### config.mk
export PLATFORM = sky130hd
export DESIGN_NAME = dma_rd_arb
export DESIGN_NICKNAME = d
export VERILOG_FILES = /design/src/rtl/dma_rd_arb_pkg.sv /design/src/rtl/dma_rd_arb_rr_arb2.sv /design/src/rtl/dma_rd_arb.sv
export SDC_FILE = /design/constraint.sdc
export NUM_CORES = 1
export LEC_CHECK = 0
export BUFFER_PORTS_ARGS = -buffer_cell sky130_fd_sc_hd__buf_2
export CAP_MARGIN = 40
export CORE_AREA = 4 4 189 191
export CTS_CLUSTER_SIZE = 24
export DETAILED_ROUTE_END_ITERATION = 6
export DIE_AREA = 0 0 193 195
export GPL_ROUTABILITY_DRIVEN = 0
export HOLD_SLACK_MARGIN = 0.06
export PLACE_DENSITY = 0.68
export SLEW_MARGIN = 20
export SYNTH_ARGS = -nofsm -noshare
export SYNTH_HDL_FRONTEND = slang
export SYNTH_HIERARCHICAL = 1
export SYNTH_SLANG_ARGS = --single-unit
### constraint.sdc
create_clock -name clk -period 4.6 [get_ports clk]
set_input_delay 0.69 -clock clk [delete_from_list [all_inputs] [get_ports clk]]
set_output_delay 0.69 -clock clk [all_outputs]
set_load 0.005 [all_outputs]
### src/rtl/dma_rd_arb_pkg.sv
// Shared types and constants for the two-port DMA read arbiter.
// The optional REQ-state timeout is compiled in with DMA_RD_ARB_TIMEOUT_EN.
package dma_rd_arb_pkg;

   // Arbiter FSM encoding
   typedef enum logic [1:0] {
      IDLE = 2'd0,
      REQ  = 2'd1,
      RESP = 2'd2
   } state_e;

   // Requester identities; also the encoding of the round-robin pointer
   typedef enum logic {
      OWN_IC   = 1'b0,
      OWN_WAVE = 1'b1
   } owner_e;

   // Byte offset bits inside one 128-bit cache line
   localparam int unsigned LINE_OFF_W = 4;

   // The requester that did not own the last transaction
   function automatic owner_e other_owner(input owner_e own);
      return (own == OWN_IC) ? OWN_WAVE : OWN_IC;
   endfunction

endpackage

### src/rtl/dma_rd_arb_rr_arb2.sv
// Two-way round-robin picker: a lone requester always wins, and when both
// request the pointer names the winner. Purely combinational.
// Timeout option DMA_RD_ARB_TIMEOUT_EN does not affect this block.
module rr_arb2
   import dma_rd_arb_pkg::*;
(
   input  logic   req0_i,
   input  logic   req1_i,
   input  owner_e ptr_i,
   output owner_e gnt_id_o,
   output logic   gnt_valid_o
);

   // Pick the winner from the request pair and the pointer
   always_comb begin
      // NOTE: every output gets a default first so no path through the
      // if/else leaves it unassigned, which would infer a latch.
      gnt_id_o    = OWN_IC;
      gnt_valid_o = req0_i | req1_i;
      if (req0_i && req1_i) begin
         gnt_id_o = ptr_i;
      end else if (req1_i) begin
         gnt_id_o = OWN_WAVE;
      end
   end

endmodule

### src/rtl/dma_rd_arb.sv
// dma_rd_arb: shares the single 128-bit DRAM DMA read port between icache
// line refills (port 0) and waveform-buffer prefetch (port 1). One read is
// outstanding at a time and grants alternate round-robin.
// Build option: define DMA_RD_ARB_TIMEOUT_EN to abort a REQ that has waited
// to_cyc cycles for dma_ack; the owner then gets an ack with zero data and err.
module dma_rd_arb
   import dma_rd_arb_pkg::*;
#(
   parameter int unsigned aw     = 33,
   parameter int unsigned dw     = 128,
   parameter int unsigned to_cyc = 1024,
   parameter int unsigned to_w   = 11
) (
   input  logic          clk,
   input  logic          rst_n,
   input  logic          m0_valid,
   input  logic [aw-1:0] m0_addr,
   output logic          m0_ack,
   output logic [dw-1:0] m0_data,
   input  logic          m1_valid,
   input  logic [aw-1:0] m1_addr,
   output logic          m1_ack,
   output logic [dw-1:0] m1_data,
   output logic [aw-1:0] dma_addr,
   output logic          dma_valid,
   input  logic          dma_ack,
   input  logic [dw-1:0] dma_data,
   output logic          busy,
   output logic          err
);

   // Clears the byte offset so the DMA engine always sees a line address
   localparam logic [aw-1:0] LINE_MASK = {{(aw-LINE_OFF_W){1'b1}}, {LINE_OFF_W{1'b0}}};

   state_e        state_q, state_d;
   owner_e        owner_q, owner_d;
   owner_e        ptr_q, ptr_d;
   logic [aw-1:0] addr_q, addr_d;
   logic          ack0_q, ack0_d;
   logic          ack1_q, ack1_d;
   logic [dw-1:0] data0_q, data0_d;
   logic [dw-1:0] data1_q, data1_d;
   logic          err_q, err_d;

   owner_e        gnt_id;
   logic          gnt_valid;
   logic [aw-1:0] sel_addr;
   logic          timeout_hit;
   logic          req_done;
   logic [dw-1:0] resp_data;

   rr_arb2 u_rr_arb2 (
      .req0_i      (m0_valid),
      .req1_i      (m1_valid),
      .ptr_i       (ptr_q),
      .gnt_id_o    (gnt_id),
      .gnt_valid_o (gnt_valid)
   );

   assign sel_addr = (gnt_id == OWN_WAVE) ? m1_addr : m0_addr;

`ifdef DMA_RD_ARB_TIMEOUT_EN
   localparam logic [to_w-1:0] TO_LAST = to_w'(to_cyc - 1);

   logic [to_w-1:0] to_cnt_q, to_cnt_d;

   // Count REQ cycles; restarts from zero whenever REQ is entered, saturates
   always_comb begin
      to_cnt_d = to_cnt_q;
      if (state_q != REQ) begin
         to_cnt_d = '0;
      end else if (to_cnt_q != '1) begin
         to_cnt_d = to_cnt_q + 1'b1;
      end
   end

   // Timeout counter register
   always_ff @(posedge clk or negedge rst_n) begin
      if (!rst_n) begin
         to_cnt_q <= '0;
      end else begin
         to_cnt_q <= to_cnt_d;
      end
   end

   // The to_cyc-th REQ cycle without an ack aborts the read
   assign timeout_hit = (state_q == REQ) && (to_cnt_q == TO_LAST);
`else
   logic cfg_unused;

   // Without the timeout REQ waits for dma_ack indefinitely
   assign timeout_hit = 1'b0;
   assign cfg_unused  = (to_cyc < (32'd1 << to_w));
`endif

   // A REQ ends on dma_ack, or on timeout; dma_ack wins a tie
   assign req_done  = dma_ack | timeout_hit;
   assign resp_data = dma_ack ? dma_data : '0;

   // Next-state and next-output logic of the arbiter FSM
   always_comb begin
      state_d = state_q;
      owner_d = owner_q;
      ptr_d   = ptr_q;
      addr_d  = addr_q;
      ack0_d  = 1'b0;
      ack1_d  = 1'b0;
      data0_d = data0_q;
      data1_d = data1_q;
      err_d   = 1'b0;
      unique case (state_q)
         IDLE: begin
            // dma_ack is meaningless here, so a late one is ignored
            if (gnt_valid) begin
               owner_d = gnt_id;
               addr_d  = sel_addr & LINE_MASK;
               state_d = REQ;
            end
         end
         REQ: begin
            if (req_done) begin
               state_d = RESP;
               err_d   = ~dma_ack;
               if (owner_q == OWN_IC) begin
                  ack0_d  = 1'b1;
                  data0_d = resp_data;
               end else begin
                  ack1_d  = 1'b1;
                  data1_d = resp_data;
               end
            end
         end
         RESP: begin
            // Hand priority to the other port so neither waits more than one read
            ptr_d   = other_owner(owner_q);
            state_d = IDLE;
         end
         default: begin
            state_d = IDLE;
         end
      endcase
   end

   // State, latched request and registered response outputs
   always_ff @(posedge clk or negedge rst_n) begin
      if (!rst_n) begin
         state_q <= IDLE;
         owner_q <= OWN_IC;
         ptr_q   <= OWN_IC;
         addr_q  <= '0;
         ack0_q  <= 1'b0;
         ack1_q  <= 1'b0;
         data0_q <= '0;
         data1_q <= '0;
         err_q   <= 1'b0;
      end else begin
         // NOTE: non-blocking assignments so every register samples the
         // pre-edge values, independent of statement order.
         state_q <= state_d;
         owner_q <= owner_d;
         ptr_q   <= ptr_d;
         addr_q  <= addr_d;
         ack0_q  <= ack0_d;
         ack1_q  <= ack1_d;
         data0_q <= data0_d;
         data1_q <= data1_d;
         err_q   <= err_d;
      end
   end

   assign dma_valid = (state_q == REQ);
   assign dma_addr  = addr_q;
   assign busy      = (state_q != IDLE);
   assign m0_ack    = ack0_q;
   assign m1_ack    = ack1_q;
   assign m0_data   = data0_q;
   assign m1_data   = data1_q;
   assign err       = err_q;

endmodule

==> impl.org <==
** Outcome
- Status :: completed

** Pwr
- Leakage power of the design :: 7.40 nW
- Power per cell area :: 706 nW/µm²
- The worst-case IR drop observed on VDD is 369 µV.

** Clocking
- CTS tree :: done
- After clock tree synthesis, the flow added hold-fix buffers numbering 0.
- In this run, CTS created clock tree buffers numbering 31.
- The clock passes through at most 3 buffers.
- Counting every sink on the clock net gives 291.
- Clock root buffer :: sky130_fd_sc_hd__clkbuf_16
- Once the clock tree was built, the setup fixing pass inserted 0 buffers.
- After clock tree synthesis, the repair step resized 0 gates.
- After clock tree synthesis, the clock-pin slew on the worst setup and hold paths is 60 ps.
- In this run the number of H-tree levels came out at 1.
- Clock latency of the later-clocked register in the worst-skew pair :: 540 ps

** Critical path
- Delay of the slowest cell on the worst path :: 440 ps
- Critical path launch point type :: flip-flop
- Signal arrival time at the worst endpoint :: 1430 ps
- Critical Path Slowest Stage Cell :: sky130_fd_sc_hd__dfrtp_1
- CP required :: 3910 ps
- Setup crit end kind :: primary output
- The number of buffers and inverters on the critical path is 1.
- Among cell families on the critical path, the largest total delay comes from flip-flops.
- The signal on the critical path passes through or2_2 > buf_2.
- Along the worst path, the maximum fanout reaches 6.
- Type of the worst setup path :: flip-flop to primary output

** Placed design
- Total of buffers placed on input and output ports :: 479
- The wire-length estimate of the detail-placed layout is 21600 µm.

** Detailed routing
- For this block, the routed nets add up to 29500 µm of wire.
- The detailed router finished its first iteration with 141 violations.
- Total number of vias :: 7290
- In the final routed layout, each cell accounts on average for 18.1 µm.
- Avg Vias per Cell :: 4.48
- Once detail routing completed, the nets flagged for antenna violations numbered 0.
- After detailed routing, the number of remaining DRC violations is 0.
- Number of detailed-route iterations in the first pass :: 4

** Synthesis
- Averaged over all synthesized cells, the footprint is 17.0 µm².
- After synthesis, the netlist uses 20 different library cells.
- Most common library cells after synthesis :: sky130_fd_sc_hd__dfrtp_1, sky130_fd_sc_hd__mux2_2, sky130_fd_sc_hd__mux2_1
- The Yosys step of the flow raised 6 warnings.
- For this run, asynchronously set or reset flops after synthesis account for 100%.
- Fraction of synthesized cell area taken by the top area cell type :: 64.8%
- Synthesized instance count :: 661
- The largest total area in the synthesized netlist belongs to sky130_fd_sc_hd__dfrtp_1.
- Yosys mapped a number of flops with a built-in enable equal to 0.
- Cell with the most instances after synthesis :: sky130_fd_sc_hd__dfrtp_1
- Sorting the synthesized cells by area gives the leading types as sky130_fd_sc_hd__dfrtp_1, sky130_fd_sc_hd__mux2_2, sky130_fd_sc_hd__mux2_1.
- Number of register bits inferred by synthesis :: 291
- Cell area after technology mapping :: 11200 µm²
- Sequential elements use 64.8% of the synthesized area.
- In the synthesized netlist the dominant register cell turns out to be sky130_fd_sc_hd__dfrtp_1.

** Timing
- Hold timing on the final database bottoms out at a slack of 211 ps.
- Transition time at the pin with the least slew margin :: 850 ps
- Final hold violation count :: 0
- Period utilization :: 46.0%
- Timing would allow up to 472 MHz.
- Clock period minus worst slack :: 2120 ps
- Across the routed clock network, the largest skew measured is 5.87 ps.
- Slew Limit Fails :: 0
- After routing, the total negative slack on setup checks comes to 0 ps.
- Setup violations remaining at the end of the flow were counted as 0.
- Setup repair after global routing left no endpoint under its margin.
- Relative slew slack :: 43.3%

** Worst hold path
- The min-delay analysis places its worst path in the category primary input to asynchronous set/reset pin.

** Global route
- Largest net degree at the start of global routing :: 130
- GRT Overall Usage :: 14.8%
- The number of antenna violations at the first check in global routing came to 1.
- Remaining Overflow, GRT :: 0
- Via count of the first global-routing pass :: 7926
- Wire length of the first global-routing pass :: 44600 µm

** Final layout
- The sequential cells in the finished layout cover a total of 7280 µm².
- In the final layout, the share of cells above drive strength 1 is 64.6%.
- The multi-input combinational cells in the finished layout cover a total of 3660 µm².
- In the final design database the tool counted 1347 nets.
- Counting the fill cells in the layout gives 3142.
- The area growth from synthesis to layout is 34.8%.

** Floorplan
- Core Region :: 34100 µm²
- Effective utilization at floorplan :: 32.9%
- The die is 195 µm tall.
- Die span in x :: 193 µm
- Total number of placement rows :: 68
- In this run the count of I/O pins placed on the die edge is 493.
- The die covers 37600 µm².

** Run
- The tool flagged a number of max-cap violations equal to 0.
[final timing paths]
| kind | from | endpoint | slack, ps | depth (start not counted) |
|---|---|---|---|---|
| worst max-delay path | state_q[0] | busy | 2480 | 2 |
| worst min-delay path | rst_n | dma_addr[5] | 210 | 1 |
| worst max register to register | state_q[1] | m0_data[86] | 2580 | 3 |
| worst min register to register | m0_data[79] | m0_data[79] | 480 | 1 |
| max in group asynchronous | rst_n | m0_data[6] | 3340 | 2 |
| min in group clk | dma_data[24] | m0_data[24] | 370 | 2 |
[flip-flops by register name, indices dropped and copies added (netlist names)]
register	cells
m1_ack	1
ptr_q	1
m0_ack	1
m0_data	128
state_q	2
m1_data	128
dma_addr	29
owner_q	1
[cell type report]
| cell class | count | share of cell area [%] |
|---|---|---|
| Sequential cell | 291 | 48.1 |
| Multi-Input combinational cell | 331 | 24.2 |
| Timing Repair Buffer | 489 | 16.9 |
| Clock buffer | 45 | 6.00 |
| Tap cell | 455 | 3.76 |
| Clock inverter | 10 | 1.02 |
| Inverter | 4 | 0.0991 |
| Antenna cell | 1 | 0.0165 |
[metrics by stage]
step	cells	power, mW	instance area (µm²)	utilization (%)	setup WS (ps)
3_3_place_gp	1568	8.09	14000	41.1	2340
3_5_place_dp	1570	8.24	14100	41.3	2350
4_1_cts	1625	10.9	15100	44.4	2450
5_1_grt	1626	11.4	15100	44.4	2400
6_report	1626	10.7	15100	44.4	2480
2_1_floorplan	665	6.29	11300	-	2630
[cells by family after synthesis]
logic type	share of synthesized area (%)
compound gates	0.134
buf+inv	2.85
flops	64.8
mux	31.7
other cells	0.0334
simple gates	0.535
[power by group]
group,switching [mW],internal (mW),total (mW)
combinational,1.56,2.08,3.65
sequential,0.616,3.87,4.48
clock,0.976,1.58,2.56
[placed cells by master, fill, tap and decap left out]
cell type / Yosys / routed
sky130_fd_sc_hd__a21boi_2: 0 / 1
sky130_fd_sc_hd__nand4b_1: 1 / 1
sky130_fd_sc_hd__clkinv_4: 0 / 1
sky130_fd_sc_hd__inv_1: 4 / 4
sky130_fd_sc_hd__nor2b_1: 1 / 1
sky130_fd_sc_hd__mux2i_1: 1 / 1
sky130_fd_sc_hd__or2_2: 1 / 1
sky130_fd_sc_hd__mux2_2: 214 / 214
sky130_fd_sc_hd__buf_2: 7 / 478
sky130_fd_sc_hd__mux2_1: 101 / 101
sky130_fd_sc_hd__bufinv_16: 0 / 4
sky130_fd_sc_hd__and4bb_4: 0 / 1
sky130_fd_sc_hd__clkbuf_16: 0 / 31
sky130_fd_sc_hd__or2_1: 1 / 1
sky130_fd_sc_hd__buf_8: 0 / 1
sky130_fd_sc_hd__buf_12: 0 / 4
sky130_fd_sc_hd__buf_16: 0 / 1
sky130_fd_sc_hd__and2_1: 1 / 1
sky130_fd_sc_hd__a21o_1: 1 / 1
sky130_fd_sc_hd__nand2b_1: 1 / 1
sky130_fd_sc_hd__clkinv_2: 0 / 5
sky130_fd_sc_hd__buf_4: 18 / 5
sky130_fd_sc_hd__diode_2: 0 / 1
sky130_fd_sc_hd__dfrtp_1: 291 / 291
sky130_fd_sc_hd__nor3b_2: 0 / 1
sky130_fd_sc_hd__conb_1: 1 / 5
sky130_fd_sc_hd__clkbuf_8: 0 / 8
sky130_fd_sc_hd__clkbuf_1: 3 / 6
[routing by layer]
metal / up-vias / part of all wire, % / track usage [%]
li1: 3305 / - / -
met3: 47 / 11 / 4.99
met2: 340 / 50 / 26.2
met1: 3598 / 37 / 16.9
met4: 0 / 2.4 / 4.17
met5: - / 0 / 0
Power figures use the tool's default switching activity.
